===== src/rtl/counter_updown_modn.sv =====
// rtl/counter_updown_modn.sv - up/down modulo-N counter with prescaler, load/clear, wrap or saturate
`timescale 1ns/1ps
module counter_updown_modn #(
  parameter int N        = 6,
  parameter int MODULUS  = 64,
  parameter int PRESCALE = 1,
  parameter int SATURATE = 0
) (
  input  logic         clock,
  input  logic         reset,
  input  logic         enable,
  input  logic         up,
  input  logic         load,
  input  logic [N-1:0] load_value,
  input  logic         clear,
  output logic [N-1:0] count,
  output logic         tc,
  output logic         at_limit,
  output logic         overflow
);
  localparam int              PW       = (PRESCALE > 1) ? $clog2(PRESCALE) : 1;
  localparam logic [N:0]      LAST     = (N+1)'(MODULUS - 1);
  localparam logic [PW-1:0]   PRE_LAST = PW'(PRESCALE - 1);

  logic [PW-1:0] pre;
  logic [N:0]    cnt_ext;
  logic [N:0]    ld_ext;
  logic [N:0]    limit;
  logic          step;

  always_comb begin
    cnt_ext = {1'b0, count};
    ld_ext  = {1'b0, load_value};
    limit   = up ? LAST : '0;
  end

  assign at_limit = (cnt_ext == limit);
  assign step     = enable && (pre == PRE_LAST);

  always_ff @(posedge clock or negedge reset) begin
    if (!reset) begin
      count    <= '0;
      pre      <= '0;
      tc       <= 1'b0;
      overflow <= 1'b0;
    end else if (clear) begin
      count    <= '0;
      pre      <= '0;
      tc       <= 1'b0;
      overflow <= 1'b0;
    end else if (load) begin
      // Out-of-range loads clamp to the top of the range rather than wrapping.
      count <= (ld_ext > LAST) ? LAST[N-1:0] : load_value;
      pre   <= '0;
      tc    <= 1'b0;
    end else if (step) begin
      pre <= '0;
      if (at_limit) begin
        tc       <= 1'b1;
        overflow <= 1'b1;
        if (SATURATE == 0) begin
          count <= up ? '0 : LAST[N-1:0];
        end
      end else begin
        tc    <= 1'b0;
        count <= N'(up ? (cnt_ext + 1'b1) : (cnt_ext - 1'b1));
      end
    end else begin
      tc <= 1'b0;
      if (enable) begin
        pre <= pre + 1'b1;
      end
    end
  end
endmodule


===== config.mk =====
export PLATFORM = sky130hd
export DESIGN_NAME = counter_updown_modn
export DESIGN_NICKNAME = d
export VERILOG_FILES = /design/src/rtl/counter_updown_modn.sv
export SDC_FILE = /design/constraint.sdc
export NUM_CORES = 1
export LEC_CHECK = 0
export ABC_AREA = 1
export ABC_CLOCK_PERIOD_IN_PS = 4600
export BUFFER_PORTS_ARGS = -buffer_cell sky130_fd_sc_hd__clkbuf_2
export CORE_AREA = 5 5 42 44
export CTS_BUF_LIST = sky130_fd_sc_hd__clkbuf_4
export CTS_CLUSTER_DIAMETER = 60
export CTS_CLUSTER_SIZE = 10
export DETAILED_ROUTE_END_ITERATION = 8
export DIE_AREA = 0 0 47 49
export PLACE_DENSITY_LB_ADDON = 0.2
export SYNTH_ARGS = -nofsm -noshare
export SYNTH_HDL_FRONTEND = slang
export SYNTH_SLANG_ARGS = --single-unit

===== constraint.sdc =====
create_clock -name clock -period 4.6 [get_ports clock]
set_input_delay 0.46 -clock clock [delete_from_list [all_inputs] [get_ports clock]]
set_output_delay 0.46 -clock clock [all_outputs]
set_load 0.01 [all_outputs]

Word-level counts from Yosys, hierarchy flattened --
Cells that the tools add are included.
Storage, ports and cells: input bits 12, output and inout port bits 9, bits in registers 9, word-level logic and storage cells 37
Cells by class: equal/unequal tests 2, reductions and logical operators 6, order comparisons 1, add/sub/neg operators 3, bitwise gates (word level) 1, multiplexer cells 20
Operators by type and width (count):
- 2-to-1 mux 6 bit | 8
- 2-to-1 mux 1 bit | 12
- adder 6 x 1 -> 6 bit, second input constant | 1
- equality test 6 bit | 1
- > comparator 6 bit, second input constant | 1
- subtractor 6 x 1 -> 6 bit, second input constant | 1
- nonzero test 2 bit | 2
- nonzero test 4 bit | 1
- AND reduction 3 bit | 1
- nonzero test 3 bit | 1
- != test 2 x 1 -> 1 bit, second input constant | 1
- adder 1 bit, second input constant | 1
- logical AND 1 bit | 1
- NOT 1 bit | 1

Longest topological paths before layout --
word-level depth 6, mapped depth 10, depth with buffers taken out 10

Worst setup path before layout --
No wires, ideal clock.
path kind input-to-output, start in up, end out at_limit, cell stages on the path 6, arrival time 1.306 ns, data required time 4.140 ns, path slack 2.834 ns, path buffers 0, cell sequence inv_1 ha_1 nand2_2 nor2_4 nand2_2 inv_1
Between the ends: word-level cells in the longest chain between the ends 2
Ends and longest elaborated chain:
- from (decl) | RTL line 12 | input logic up,
- 2-to-1 mux 6 bit | RTL line 34 | limit = up ? LAST : '0;
- equality test 6 bit | RTL line 37 | assign at_limit = (cnt_ext == limit);
- to (decl) | RTL line 18 | output logic at_limit,
Every way passes these cells.

Final worst setup path --
Ends and elaborated chain as after synthesis.

==> flow_metrics.py <==
metrics = {
    "run_status": {
        "status": "completed",
    },
    "setup_path": {
        "cpPeakStageDelay_ns": 0.38,
        "critPathLaunchType": "input port",
        "cp.arrival_ns": 1.63,
        "path_buf_inv": 4,
        "worstPathCellList": "clkbuf_2 -> inv_1 -> ha_1 -> nand2_2 -> nor2_4 -> nand2_2 -> inv_1 -> clkbuf_2",
        "worst-setup-path-type": "in2out",
        "crit_fanout": 7,
        "worst_ep_required_time_ns": 4.14,
        "slowest_stage": "ha_1",
        "cp_top_family": "buffers and inverters",
        "cp-end-kind": "output port",
    },
    "clock_tree": {
        "root_buffer": "clkbuf_4",
        "ctsResizeCount": 0,
        "numCtsBuffers": 3,
        "postCtsSetupBuffers": 0,
        "cts_tree": "yes",
        "clockBufferDepth": 2,
        "clkSinkCount": 9,
        "h-tree-depth": 1,
        "cts_hold_buf": 0,
        "path_clk_slew_ns": 0.06,
        "worstSkewPairLatency_ns": 0.25,
    },
    "global_route": {
        "grt_use_total_pct": 15.4,
        "grt_first_pass_wirelength_um": 2660,
        "antenna_found_initial": 0,
        "grt_max_degree": 11,
        "grt.overflow.total": 0,
        "grt_pass1_vias": 636,
    },
    "placement": {
        "dp_cells": 130,
        "io_buffers": 20,
        "routabilityCongestion": 0.835,
        "hpwlAfterDp_um": 1270,
    },
    "yosys": {
        "synth_seq_cells": 9,
        "synth-edff-count": 0,
        "yosysUniqueCellTypes": 24,
        "ys_warn_count": 0,
        "syn_inst": 94,
        "synthArstFlopShare_pct": 100,
        "syn_nets": 111,
        "synth.avg_cell_area_sq_um": 7.61,
        "ys_seq_area_share_pct": 31.5,
        "ys.flop_type": "dfrtp_1",
        "synth_area_sq_um": 716,
    },
    "route": {
        "finalWirelength_um": 1520,
        "via_per_inst": 4.99,
        "vias": 668,
        "drtIter0Drc": 8,
        "ant_nets": 0,
        "drc": 0,
        "avgRoutedWirePerCell_um": 11.3,
        "dr.pass1.iters": 5,
    },
    "timing": {
        "hold_violations": 0,
        "finalCritPeriodShare_pct": 45.5,
        "finalSetupViolCount": 0,
        "fin_skew_ns": 0.00154,
        "period_minus_slack_ns": 2.09,
        "slew_viol_final": 0,
        "relSlewSlack_pct": 83.9,
        "fin_setup_tns_ns": 0,
        "fmax_mhz": 478,
        "tightestPinTransition_ns": 0.241,
        "grt_setup_unrepaired": "false",
    },
    "floorplanning": {
        "die-area_sq_um": 2300,
        "fp-row-count": 14,
        "initial_core_util_pct": 51.1,
        "die_height_um": 49,
        "io_pins": 21,
        "die_x_um": 47,
        "coreArea_sq_um": 1400,
    },
    "layout": {
        "syn2layout_area_growth_pct": 21.0,
        "final_util_pct": 61.8,
        "final_layout_size_suffix_gt1_share_pct": 33.1,
        "diodes": 0,
        "layout_commonest_cell": "clkbuf_2",
        "fin_nets": 136,
        "final_cell_mix": "clkbuf_2 (20), nand2_1 (19), inv_1 (13)",
        "final_cells": 134,
    },
    "run": {
        "maxCapViolCount": 0,
    },
    "power_and_ir_drop": {
        "ir_drop_uv": 189,
        "power.leakage_nw": 0.509,
        "p_per_area_nw_per_um2": 293,
    },
    "worst_hold_path": {
        "hold_path_class": "in2async",
    },
}
[logic make-up after synthesis]
logic type | Yosys count | synth area share, %
adders and majority gates | 5 | 9.79
AOI/OAI and AO/OA | 13 | 12.8
xor gates and xnor gates | 1 | 1.22
buffers and inverters | 15 | 7.87
DFF | 9 | 31.5
and+or+nand+nor | 51 | 36.9
[power by group]
| group | total, mW | internal [mW] | switching, mW |
|---|---|---|---|
| sequential | 0.0930 | 0.0862 | 0.00679 |
| clock | 0.0643 | 0.0392 | 0.0252 |
| combinational | 0.0964 | 0.0374 | 0.0590 |
[path summary, 6_finish.rpt]
path	start	endpoint	slack, ns	cells after the start
min reg2reg	overflow	overflow	0.50	1
max reg2reg	count[0]	count[4]	2.91	7
max	up	at_limit	2.51	8
min	reset	count[4]	0.05	1
min in group clock	enable	pre	0.39	2
max in group asynchronous	reset	count[0]	4.36	1
[per-layer routing]
| layer | wire length [um] | share of wire, % | GRT usage (%) | vias to the layer above |
|---|---|---|---|---|
| met5 | 0 | 0 | 0 | - |
| met4 | 12 | 0.79 | 6.91 | 0 |
| met3 | 74 | 4.9 | 1.48 | 2 |
| met2 | 740 | 49 | 24.7 | 17 |
| met1 | 693 | 46 | 20.2 | 296 |
| li1 | - | - | - | 353 |
[cell usage after synthesis (2+ instances only)]
master / count / area share (%)
nand2_2: 6 / 5.2
dfrtp_1: 9 / 31
inv_1: 13 / 6.8
nand3b_1: 2 / 2.1
nand2_1: 19 / 10
inv_2: 2 / 1.0
ha_1: 4 / 7.0
nor2_1: 8 / 4.2
nand3_1: 9 / 6.3
a21oi_1: 6 / 4.2
nor2_4: 3 / 4.7
[registers in the layout, indices dropped and copies added (netlist names)]
register,cells
pre,1
overflow,1
tc,1
count,6
[area by class of cell]
cell class	count	area, sq um
clock buffer	4	30.0
multi-input combinational	70	434
inverter	15	56.3
tap	16	20.0
fill	136	536
timing repair buffer	20	100
sequential	9	225
[through the flow]
stage	power [mW]	setup WS [ns]	area, sq um	hold WS [ns]
CTS	0.258	2.49	866	0.0504
global route	0.275	2.38	866	0.0578
global placement	0.190	2.55	836	0.326
finish	0.254	2.51	866	0.0513
floorplan	0.162	2.83	716	0.164
detailed placement	0.191	2.49	836	0.327
[worst reg2reg max path: cells and delay by family, from the launching register on]
| family | cells | cell delay, ns |
|---|---|---|
| buf+inv | 1 | 0.10 |
| flops | 1 | 0.43 |
| compound gates | 1 | 0.15 |
| simple gates | 4 | 0.46 |
| fa+ha+maj | 1 | 0.44 |
No activity file was read; power rests on OpenSTA's default activity.
